**src/rtl/aibcr3_dll_lock_pkg.sv**
```systemverilog
// ---------------------------------------------------------------------------
// aibcr3_dll_lock_pkg
// Shared types and defaults for the DLL lock qualifier slice.
//   lock_st_t   : per-channel qualifier FSM state
//   DLY_DEFAULT : typical stable-lock interval programmed on rb_lock_dly
// Optional feature macro used across the slice: AIBCR3_LOCK_LOSS_CNT_EN
// ---------------------------------------------------------------------------
package aibcr3_dll_lock_pkg;

    typedef enum logic [1:0] {
        ST_IDLE = 2'd0,
        ST_WAIT = 2'd1,
        ST_DONE = 2'd2
    } lock_st_t;

    localparam int DLY_DEFAULT         = 8;
    localparam int SYNC_STAGES_DEFAULT = 2;

endpackage

```
**src/rtl/aibcr3_dll_lock_qual_if.sv**
```systemverilog
// ---------------------------------------------------------------------------
// aibcr3_dll_lock_qual_if
// Bundles the lock-qualifier control/status signals.
//   dll_lock_mux [NCH]   raw async lock per channel        (master -> slave)
//   rb_cont_cal          continuous-calibration mode       (master -> slave)
//   rb_lock_dly [CNT_W]  stable-lock interval              (master -> slave)
//   clr_lost [NCH]       clear sticky lock_lost            (master -> slave)
//   dll_lock_reg [NCH]   synchronised, masked lock         (slave -> master)
//   dcc_done [NCH]       qualified lock                    (slave -> master)
//   lock_lost [NCH]      sticky lock-loss flag             (slave -> master)
//   loss_cnt             NCH*LOSS_CNT_W saturating counts  (slave -> master)
//                        present only with AIBCR3_LOCK_LOSS_CNT_EN
// ---------------------------------------------------------------------------
interface aibcr3_dll_lock_qual_if #(
    parameter int NCH   = 4,
    parameter int CNT_W = 4
`ifdef AIBCR3_LOCK_LOSS_CNT_EN
   ,parameter int LOSS_CNT_W = 4
`endif
);
    logic [NCH-1:0]   dll_lock_mux;
    logic             rb_cont_cal;
    logic [CNT_W-1:0] rb_lock_dly;
    logic [NCH-1:0]   clr_lost;
    logic [NCH-1:0]   dll_lock_reg;
    logic [NCH-1:0]   dcc_done;
    logic [NCH-1:0]   lock_lost;
`ifdef AIBCR3_LOCK_LOSS_CNT_EN
    logic [NCH*LOSS_CNT_W-1:0] loss_cnt;

    modport master (output dll_lock_mux, rb_cont_cal, rb_lock_dly, clr_lost,
                    input  dll_lock_reg, dcc_done, lock_lost, loss_cnt);
    modport slave  (input  dll_lock_mux, rb_cont_cal, rb_lock_dly, clr_lost,
                    output dll_lock_reg, dcc_done, lock_lost, loss_cnt);
`else
    modport master (output dll_lock_mux, rb_cont_cal, rb_lock_dly, clr_lost,
                    input  dll_lock_reg, dcc_done, lock_lost);
    modport slave  (input  dll_lock_mux, rb_cont_cal, rb_lock_dly, clr_lost,
                    output dll_lock_reg, dcc_done, lock_lost);
`endif
endinterface

```
**src/rtl/aibcr3_dll_lock_chan.sv**
```systemverilog
// ---------------------------------------------------------------------------
// aibcr3_dll_lock_chan
// One DLL channel: synchroniser on the raw lock, qualifier FSM with a
// stable-lock delay counter, sticky loss flag and (optionally) a saturating
// loss counter.
//   clk_dcd, RST  clock / synchronous active-high reset
//   lock_mux      raw async lock
//   lock_dly      programmed stable-lock interval (0 behaves as 1)
//   clr_lost      clear sticky flag (and loss counter)
//   lock_s        last synchroniser stage
//   dcc_done      qualified lock (registered)
//   lock_lost     sticky: lock dropped while qualified
//   loss_cnt      saturating loss count (only with AIBCR3_LOCK_LOSS_CNT_EN)
// ---------------------------------------------------------------------------
module aibcr3_dll_lock_chan
    import aibcr3_dll_lock_pkg::*;
#(
    parameter int SYNC_STAGES = SYNC_STAGES_DEFAULT,
    parameter int CNT_W       = 4
`ifdef AIBCR3_LOCK_LOSS_CNT_EN
   ,parameter int LOSS_CNT_W  = 4
`endif
) (
    input  logic             clk_dcd,
    input  logic             RST,
    input  logic             lock_mux,
    input  logic [CNT_W-1:0] lock_dly,
    input  logic             clr_lost,
    output logic             lock_s,
    output logic             dcc_done,
    output logic             lock_lost
`ifdef AIBCR3_LOCK_LOSS_CNT_EN
   ,output logic [LOSS_CNT_W-1:0] loss_cnt
`endif
);

    logic [SYNC_STAGES-1:0] sync_q;
    lock_st_t               st_q, st_nxt;
    logic [CNT_W-1:0]       cnt_q, cnt_nxt;
    logic [CNT_W-1:0]       dly_q, dly_nxt;
    logic [CNT_W-1:0]       dly_in;
    logic                   done_q;
    logic                   lost_q;
    logic                   lost_set;

    assign lock_s    = sync_q[SYNC_STAGES-1];
    assign dly_in    = (lock_dly == '0) ? CNT_W'(1) : lock_dly;
    assign dcc_done  = done_q;
    assign lock_lost = lost_q;

    // The IDLE cycle that first sees lock_s counts as stable cycle 1, so WAIT
    // starts at cnt=1 and a one-cycle interval goes straight to DONE. This
    // gives done exactly dly_q edges after lock_s rises.
    always_comb begin
        st_nxt   = st_q;
        cnt_nxt  = cnt_q;
        dly_nxt  = dly_q;
        lost_set = 1'b0;
        case (st_q)
            ST_IDLE: begin
                cnt_nxt = '0;
                if (lock_s) begin
                    dly_nxt = dly_in;
                    if (dly_in == CNT_W'(1)) begin
                        st_nxt = ST_DONE;
                    end else begin
                        st_nxt  = ST_WAIT;
                        cnt_nxt = CNT_W'(1);
                    end
                end
            end
            ST_WAIT: begin
                if (!lock_s) begin
                    st_nxt  = ST_IDLE;
                    cnt_nxt = '0;
                end else if (cnt_q == dly_q - CNT_W'(1)) begin
                    st_nxt  = ST_DONE;
                    cnt_nxt = '0;
                end else begin
                    cnt_nxt = cnt_q + CNT_W'(1);
                end
            end
            ST_DONE: begin
                if (!lock_s) begin
                    st_nxt   = ST_IDLE;
                    lost_set = 1'b1;
                end
            end
            default: st_nxt = ST_IDLE;
        endcase
    end

    always_ff @(posedge clk_dcd) begin
        if (RST) begin
            sync_q <= '0;
            st_q   <= ST_IDLE;
            cnt_q  <= '0;
            dly_q  <= '0;
            done_q <= 1'b0;
            lost_q <= 1'b0;
        end else begin
            sync_q <= {sync_q[SYNC_STAGES-2:0], lock_mux};
            st_q   <= st_nxt;
            cnt_q  <= cnt_nxt;
            dly_q  <= dly_nxt;
            done_q <= (st_nxt == ST_DONE);
            // a new loss outranks a simultaneous clear
            if (lost_set)
                lost_q <= 1'b1;
            else if (clr_lost)
                lost_q <= 1'b0;
        end
    end

`ifdef AIBCR3_LOCK_LOSS_CNT_EN
    logic [LOSS_CNT_W-1:0] loss_q;

    assign loss_cnt = loss_q;

    always_ff @(posedge clk_dcd) begin
        if (RST)
            loss_q <= '0;
        else if (clr_lost)
            loss_q <= lost_set ? LOSS_CNT_W'(1) : '0;
        else if (lost_set && (loss_q != '1))
            loss_q <= loss_q + LOSS_CNT_W'(1);
    end
`endif

endmodule

```
**src/rtl/aibcr3_dll_lock_qual.sv**
```systemverilog
// ---------------------------------------------------------------------------
// aibcr3_dll_lock_qual
// Multi-channel DLL lock qualifier for the DCC/DLL calibration path.
// Instantiates one aibcr3_dll_lock_chan per channel and masks the
// synchronised lock with continuous-calibration mode.
//   clk_dcd  clock, all state on rising edge
//   RST      synchronous active-high reset
//   bus      aibcr3_dll_lock_qual_if.slave (lock inputs, controls, status)
// Optional feature: AIBCR3_LOCK_LOSS_CNT_EN adds per-channel loss_cnt.
// ---------------------------------------------------------------------------
module aibcr3_dll_lock_qual
    import aibcr3_dll_lock_pkg::*;
#(
    parameter int NCH         = 4,
    parameter int SYNC_STAGES = SYNC_STAGES_DEFAULT,
    parameter int CNT_W       = 4
`ifdef AIBCR3_LOCK_LOSS_CNT_EN
   ,parameter int LOSS_CNT_W  = 4
`endif
) (
    input  logic                         clk_dcd,
    input  logic                         RST,
    aibcr3_dll_lock_qual_if.slave        bus
);

    logic [NCH-1:0] lock_s;
    logic [NCH-1:0] done;
    logic [NCH-1:0] lost;
`ifdef AIBCR3_LOCK_LOSS_CNT_EN
    logic [NCH*LOSS_CNT_W-1:0] lcnt;
    assign bus.loss_cnt = lcnt;
`endif

    for (genvar i = 0; i < NCH; i++) begin : g_chan
        aibcr3_dll_lock_chan #(
            .SYNC_STAGES (SYNC_STAGES),
            .CNT_W       (CNT_W)
`ifdef AIBCR3_LOCK_LOSS_CNT_EN
           ,.LOSS_CNT_W  (LOSS_CNT_W)
`endif
        ) u_chan (
            .clk_dcd  (clk_dcd),
            .RST      (RST),
            .lock_mux (bus.dll_lock_mux[i]),
            .lock_dly (bus.rb_lock_dly),
            .clr_lost (bus.clr_lost[i]),
            .lock_s   (lock_s[i]),
            .dcc_done (done[i]),
            .lock_lost(lost[i])
`ifdef AIBCR3_LOCK_LOSS_CNT_EN
           ,.loss_cnt (lcnt[i*LOSS_CNT_W +: LOSS_CNT_W])
`endif
        );
    end

    // masking is combinational so leaving continuous-cal is visible at once
    assign bus.dll_lock_reg = bus.rb_cont_cal ? '0 : lock_s;
    assign bus.dcc_done     = done;
    assign bus.lock_lost    = lost;

endmodule

```
**src/flat_wrapper.sv**
```systemverilog
// flat-port wrapper written by rule: the top's interface ports become plain ports
module aibcr3_dll_lock_qual_flat import aibcr3_dll_lock_pkg::*;
#(
    parameter int NCH         = 4,
    parameter int SYNC_STAGES = SYNC_STAGES_DEFAULT,
    parameter int CNT_W       = 4

)
  (clk_dcd, RST, bus_dll_lock_mux, bus_rb_cont_cal, bus_rb_lock_dly, bus_clr_lost, bus_dll_lock_reg, bus_dcc_done, bus_lock_lost);
  aibcr3_dll_lock_qual_if #(.NCH(NCH), .CNT_W(CNT_W)) bus_i ();
  input  logic clk_dcd;
  input  logic RST;
  input wire logic [$bits(bus_i.dll_lock_mux)-1:0] bus_dll_lock_mux;
  input wire logic [$bits(bus_i.rb_cont_cal)-1:0] bus_rb_cont_cal;
  input wire logic [$bits(bus_i.rb_lock_dly)-1:0] bus_rb_lock_dly;
  input wire logic [$bits(bus_i.clr_lost)-1:0] bus_clr_lost;
  output wire logic [$bits(bus_i.dll_lock_reg)-1:0] bus_dll_lock_reg;
  output wire logic [$bits(bus_i.dcc_done)-1:0] bus_dcc_done;
  output wire logic [$bits(bus_i.lock_lost)-1:0] bus_lock_lost;
  assign bus_i.dll_lock_mux = bus_dll_lock_mux;
  assign bus_i.rb_cont_cal = bus_rb_cont_cal;
  assign bus_i.rb_lock_dly = bus_rb_lock_dly;
  assign bus_i.clr_lost = bus_clr_lost;
  assign bus_dll_lock_reg = bus_i.dll_lock_reg;
  assign bus_dcc_done = bus_i.dcc_done;
  assign bus_lock_lost = bus_i.lock_lost;
  aibcr3_dll_lock_qual #(.NCH(NCH), .SYNC_STAGES(SYNC_STAGES), .CNT_W(CNT_W)) u_core (.clk_dcd(clk_dcd), .RST(RST), .bus(bus_i));
endmodule
```
**config.mk**
```make
export PLATFORM = sky130hd
export DESIGN_NAME = aibcr3_dll_lock_qual_flat
export DESIGN_NICKNAME = d
export VERILOG_FILES = /design/src/rtl/aibcr3_dll_lock_pkg.sv /design/src/rtl/aibcr3_dll_lock_qual_if.sv /design/src/rtl/aibcr3_dll_lock_chan.sv /design/src/rtl/aibcr3_dll_lock_qual.sv /design/src/flat_wrapper.sv
export SDC_FILE = /design/constraint.sdc
export NUM_CORES = 1
export LEC_CHECK = 0
export CORE_AREA = 2 2 90 92
export CTS_CLUSTER_DIAMETER = 200
export DETAILED_ROUTE_END_ITERATION = 16
export DIE_AREA = 0 0 92 94
export PLACE_DENSITY = 0.62
export SLEW_MARGIN = 40
export SYNTH_ARGS = -nofsm -noshare
export SYNTH_HDL_FRONTEND = slang
export SYNTH_SLANG_ARGS = --single-unit
```
**constraint.sdc**
```tcl
create_clock -name clk_dcd -period 1.5 [get_ports clk_dcd]
set_input_delay 0.375 -clock clk_dcd [delete_from_list [all_inputs] [get_ports clk_dcd]]
set_output_delay 0.375 -clock clk_dcd [all_outputs]
set_load 0.005 [all_outputs]
```
# [Yosys cells after proc, flatten, opt, wreduce, memory -nomap -nowiden]
# Index checks and enable logic that the tools add are counted.
[word_totals] register_bits=56 latch_bits=0 ramBits=0 mem_bits_ro=0 input_bits=15 out_inout_bits=12 elab_cells=122 mem_count=0
[op_classes] n_addsub=8 n_mul=0 div_mod_pow=0 order_cmp=0 eq_ne=17 shifts=0 n_mux=56 bitwise=0 n_reduce_logical=17
[ops] operator="4-bit 2-to-1 mux" n=11
[ops] operator="2-bit 2-to-1 mux" n=17
[ops] operator="4-bit case mux with 2 select lines" n=4
[ops] operator="2-bit case mux with 3 select lines" n=4
[ops] operator="1-bit 2-to-1 mux" n=20
[ops] operator="4-bit by 1-bit adder with 4-bit output (second input constant)" n=4
[ops] operator="2-bit == test (second input constant)" n=8
[ops] operator="4-bit == test" n=4
[ops] operator="2-bit nonzero test" n=8
[ops] operator="4-bit by 1-bit subtractor with 4-bit output (second input constant)" n=4
[ops] operator="2-bit by 1-bit == test with 1-bit output (second input constant)" n=4
[ops] operator="2-bit zero test" n=4
[ops] operator="2-bit AND reduction" n=4
[ops] operator="4-bit by 1-bit == test with 1-bit output (second input constant)" n=1
[ops] operator="4-bit zero test" n=1

# [Logic depth before layout (Yosys ltp)]
# Gate-level depths: netlist of run 1.
[logic_depth] word_depth=7 mapped_depth=7 depth_no_buf=7

# [Hierarchy]
# Synthesis of run 1 repeated with hierarchy kept, for this count alone.
[unflattened] cells_unflattened=292 hier_area_um2=2717.6
[by_module_without_submodules] module="aibcr3_dll_lock_chan" instances=4 cells_each=72 area_per_inst_um2=673.1 seq_area_each_um2=280.3
[by_module_without_submodules] module="aibcr3_dll_lock_qual" instances=1 cells_each=4 area_per_inst_um2=25.0 seq_area_each_um2=0.0

# [Least setup slack after synthesis of run 1]
# No wires, ideal clock.
[synth_timing] kind="flip-flop to flip-flop" startpoint="register u_core.g_chan[1].u_chan.dly_q[0]" endpoint="register u_core.g_chan[1].u_chan.cnt_q[1]" setup_ns=0.117 arrival_time_ns=1.504 required_ns=1.383 setup_slack_ns=-0.121 stages_incl_launch_ff=7 n_path_buf=0 period_less_slack_ns=1.621 cell_sequence="dfxtp_1 > inv_1 > ha_1 > xor2_1 > nand2_1 > o311a_1 > a22o_1"
[synth_between] elab_chain_cells=5
[synth_rtl] element="from (decl)" line_no="aibcr3_dll_lock_chan.sv:40" source="logic [CNT_W-1:0] dly_q, dly_nxt;"
[synth_rtl] element="from (signal assigned)" line_no="aibcr3_dll_lock_chan.sv:105" source="dly_q <= dly_nxt;"
[synth_rtl] element="4-bit by 1-bit subtractor with 4-bit output" line_no="aibcr3_dll_lock_chan.sv:76" source="end else if (cnt_q == dly_q - CNT_W'(1)) begin"
[synth_rtl] element="4-bit == test" line_no="aibcr3_dll_lock_chan.sv:76"
[synth_rtl] element="4-bit 2-to-1 mux" line_no="aibcr3_dll_lock_chan.sv:76"
[synth_rtl] element="4-bit 2-to-1 mux" line_no="aibcr3_dll_lock_chan.sv:73" source="if (!lock_s) begin"
[synth_rtl] element="4-bit case mux with 2 select lines" line_no="aibcr3_dll_lock_chan.sv:59" source="case (st_q)"
[synth_rtl] element="to (signal assigned)" line_no="aibcr3_dll_lock_chan.sv:104" source="cnt_q <= cnt_nxt;"
[synth_rtl] element="to (decl)" line_no="aibcr3_dll_lock_chan.sv:39" source="logic [CNT_W-1:0] cnt_q, cnt_nxt;"
# No other way between the ends.
# A chain may end at the register's enable or synchronous reset.

# [Worst setup path after layout of run 1]
[layout_timing] startpoint="register u_core.g_chan[2].u_chan.dly_q[1]" endpoint="register u_core.g_chan[2].u_chan.st_q[1]"
[layout_between] elab_chain_cells=5
[layout_rtl] element="from (decl)" line_no="aibcr3_dll_lock_chan.sv:40"
[layout_rtl] element="from (signal assigned)" line_no="aibcr3_dll_lock_chan.sv:105"
[layout_rtl] element="4-bit by 1-bit subtractor with 4-bit output" line_no="aibcr3_dll_lock_chan.sv:76"
[layout_rtl] element="4-bit == test" line_no="aibcr3_dll_lock_chan.sv:76"
[layout_rtl] element="2-bit 2-to-1 mux" line_no="aibcr3_dll_lock_chan.sv:76"
[layout_rtl] element="2-bit 2-to-1 mux" line_no="aibcr3_dll_lock_chan.sv:73"
[layout_rtl] element="2-bit case mux with 3 select lines" line_no="aibcr3_dll_lock_chan.sv:59"
[layout_rtl] element="to (signal assigned)" line_no="aibcr3_dll_lock_chan.sv:103" source="st_q <= st_nxt;"
[layout_rtl] element="to (decl)" line_no="aibcr3_dll_lock_chan.sv:38" source="lock_st_t st_q, st_nxt;"
# No other way between the ends.

==> results.toml, run 1 <==
[run_status]
outcome = "finished, violations left"
failed_checks = "setup timing"

[timing]
min_period_ps = 1620
slew_viol_final = 0
fin_crit_sh_pct = 108.0
fmax_mhz = 617.4
setup_viol = 19
fin_ws_ps = -119.8
finalHoldViolations = 0
worst_pin_slew_ps = 659.7
fin_skew_ps = 8.141
relSlewSlack_pct = 55.46
grt_setup_unrepaired = "true"

[cts]
cts_tree = "built"
clockRootBuffer = "clkbuf_8"
insertion_delay_ps = 320
clock_sinks = 56
htreeDepth = 2
cts_buffers = 5
clk_path_buf_depth = 2
cts.clk_slew.worst_paths_ps = 100

[layout]
num_antenna_cells = 0
area_growth_syn_to_layout_pct = 44.61
fin_area_mm2 = 0.003829
drive_above_1_share_pct = 39.44
nets = 377

[placement]
hpwl_um = 3834
dpl-instance-area_mm2 = 0.003299
io_buffer_count = 26
pre_cts_ws_ps = -533.4
gp_congestion = 0.7450

[worst_hold_path]
hold_class = "flop to flop"

[yosys]
yosys_warnings = 0
netlist_area_mm2 = 0.002648
async_flop_share_pct = 0
syn-num-nets = 309
synth_seq_cells = 56
synthDistinctLibCells = 41
synthCells = 286
synth_ff_type = "dfxtp_1"
synth_edf_count = 0
ys_seq_area_share_pct = 42.34
syn_area_per_cell_um2 = 9.257

[worst_setup_path]
critPathRequiredTime_ps = 1750
start_kind = "flop"
end_kind = "flop"
critical_path_class = "flop to flop"
critPathMaxFanout = 2
arrival_ps = 1870

[floorplanning]
dieWidth_um = 92
num_rows = 32
design.core.area_mm2 = 0.007607
die_h_um = 94
dieArea_mm2 = 0.008648
start_util_pct = 34.80
ios = 27

[global_route]
overflow = 0
antenna_found_initial = 0
grt.total_usage_pct = 13.53
grt_start_max_net_pins = 18
grt_pass1_vias = 2055
grt_pass1_wl_um = 9204

[pwr]
power_density_mw_per_mm2 = 778.4
peakVddDrop_mv = 0.4766
p_leak_nw = 1.548

[run]
cap_violations = 0

[drt]
routed_wl_um = 5731
drt_iter0_markers = 128
routed_via_density = 4.777
drtAntennaViolNets = 0
drtPass1Iterations = 4
post-route-drc-count = 0
vias = 2183
wl_per_cell_um = 12.54
==> layer usage <==
layer | GRT usage (%) | wire, um | part of all wire, %
met1 | 17.66 | 2756 | 48
met2 | 21.94 | 2724 | 48
met3 | 2.889 | 157 | 2.7
met4 | 5.224 | 91 | 1.6
met5 | 0 | 0 | 0
==> registers in the layout, summed over array words and instances (netlist names) <==
| name | cells |
|---|---|
| u_core.g_chan.u_chan.sync_q | 8 |
| u_core.g_chan.u_chan.cnt_q | 16 |
| u_core.g_chan.u_chan.dly_q | 16 |
| u_core.g_chan.u_chan.st_q | 8 |
| u_core.g_chan.u_chan.lock_lost | 4 |
| u_core.g_chan.u_chan.dcc_done | 4 |
==> cell usage after synthesis (4+ instances only) <==
| cell | instances | share of area (%) |
|---|---|---|
| xor2_1 | 6 | 2.0 |
| or3_1 | 5 | 1.2 |
| a211oi_1 | 4 | 1.1 |
| nor2b_1 | 19 | 4.5 |
| xnor2_1 | 14 | 4.6 |
| o311ai_0 | 5 | 1.7 |
| nand2_1 | 13 | 1.8 |
| buf_4 | 8 | 2.3 |
| dfxtp_1 | 56 | 42 |
| nand2b_1 | 7 | 1.7 |
| a22oi_1 | 4 | 1.1 |
| ha_1 | 8 | 3.8 |
| o21ai_0 | 4 | 0.76 |
| inv_1 | 13 | 1.8 |
| nand3_1 | 6 | 1.1 |
| nor2_1 | 32 | 4.5 |
| nor3_1 | 6 | 1.1 |
| a21oi_1 | 23 | 4.3 |
| mux2i_1 | 10 | 3.8 |
| clkbuf_1 | 9 | 1.3 |
==> cells by family (layout without fill, tap and decap cells) <==
| logic type | after synthesis | after routing | share of synthesized area, % |
|---|---|---|---|
| multiplexers | 10 | 10 | 3.781 |
| adder cells (fa/ha/maj) | 8 | 8 | 3.781 |
| flip-flops | 56 | 56 | 42.34 |
| XOR/XNOR | 22 | 22 | 8.318 |
| AO/OA/AOI/OAI | 58 | 58 | 15.17 |
| AND/OR/NAND/NOR | 101 | 101 | 21.08 |
| buffers and inverters | 31 | 100 | 5.529 |
==> stage by stage <==
step | total power [mW] | TNS [ps] | util, % | hold slack [ps] | cells
6_report | 2.980 | -1198 | 50.33 | 445.1 | 457
5_1_grt | 3.096 | -3229 | 50.33 | 465.0 | 457
4_1_cts | 2.942 | -1389 | 46.51 | 449.0 | 453
3_5_place_dp | 1.912 | -9816 | 43.37 | 423.4 | 439
3_3_place_gp | 1.908 | -9232 | 43.37 | 418.3 | 439
2_1_floorplan | 1.759 | -179.2 | - | 413.8 | 286
==> critical path: stages, from the launching register on <==
cell and delay [ps]:
dfxtp_2 350, inv_2 50, ha_4 250, xor2_1 140, nand3_1 130, buf_4 160
or3_4 340, a21oi_2 120
==> worst paths after layout <==
kind | startpoint | to | slack, ps | cells past startpoint
worst max-delay path | u_core.g_chan[2].u_chan.dly_q[1] | u_core.g_chan[2].u_chan.st_q[1] | -120 | 7
worst min-delay path | u_core.g_chan[2].u_chan.sync_q[0] | u_core.g_chan[2].u_chan.sync_q[1] | 450 | 1
worst max register to register | u_core.g_chan[2].u_chan.dly_q[1] | u_core.g_chan[2].u_chan.st_q[1] | -120 | 7
worst min register to register | u_core.g_chan[2].u_chan.sync_q[0] | u_core.g_chan[2].u_chan.sync_q[1] | 450 | 1
==> timing repair <==
item                                   CTS  global route
hold buffers                             0             0
setup buffers                            8             4
setup endpoints to repair               35            29
pin swaps                               17            24
endpoints found under the hold margin    0             0
gates resized for setup                 43            48
==> final cells by class <==
cell class                      instances  area (um^2)
Clock buffer                            5        68.82
Sequential cell                        56         1137
Fill cell                             719         3779
Tap cell                              102        127.6
Clock inverter                          3        42.54
Multi-Input combinational cell        199         1748
Inverter                               13        48.80
Timing Repair Buffer                   79        655.6
==> power breakdown <==
part / switching, mW / leakage [nW] / total, mW / internal [mW]
Sequential: 0.0266 / 0.461 / 1.55 / 1.52
Clock: 0.517 / 0.0541 / 1.01 / 0.495
Combinational: 0.194 / 1.03 / 0.417 / 0.223
==> cells in the final DEF (no fill, tap or decap), drive strengths merged, types with 6 or more instances in the layout <==
master,netlist,layout
ha,8,8
nor2b,19,19
clkdlybuf4s50,0,10
dlygate4sd2,0,13
mux2i,10,10
buf,9,53
nand2,13,13
a21oi,24,24
inv,13,13
nor3,8,8
xnor2,14,14
nor2,32,32
nand2b,7,7
nand3,6,6
xor2,6,6
dfxtp,56,56
Power figures use the tool's default switching activity.
==> run 2, diff against run 1 <==
--- a/config.mk
+++ b/config.mk
@@ -5,6 +5,7 @@
 export SDC_FILE = /design/constraint.sdc
 export NUM_CORES = 1
 export LEC_CHECK = 0
+export ABC_CLOCK_PERIOD_IN_PS = 1500
 export CORE_AREA = 2 2 90 92
 export CTS_CLUSTER_DIAMETER = 200
 export DETAILED_ROUTE_END_ITERATION = 16
==> results of run 2 <==
The final DEF is identical to that of run 1; final timing and power are the same.
==> run 3, diff against run 2 <==
--- a/config.mk
+++ b/config.mk
@@ -10,6 +10,7 @@
 export CTS_CLUSTER_DIAMETER = 200
 export DETAILED_ROUTE_END_ITERATION = 16
 export DIE_AREA = 0 0 92 94
+export HOLD_SLACK_MARGIN = 0.08
 export PLACE_DENSITY = 0.62
 export SLEW_MARGIN = 40
 export SYNTH_ARGS = -nofsm -noshare
==> results of run 3 <==
The final DEF is identical to that of run 1; final timing and power are the same.
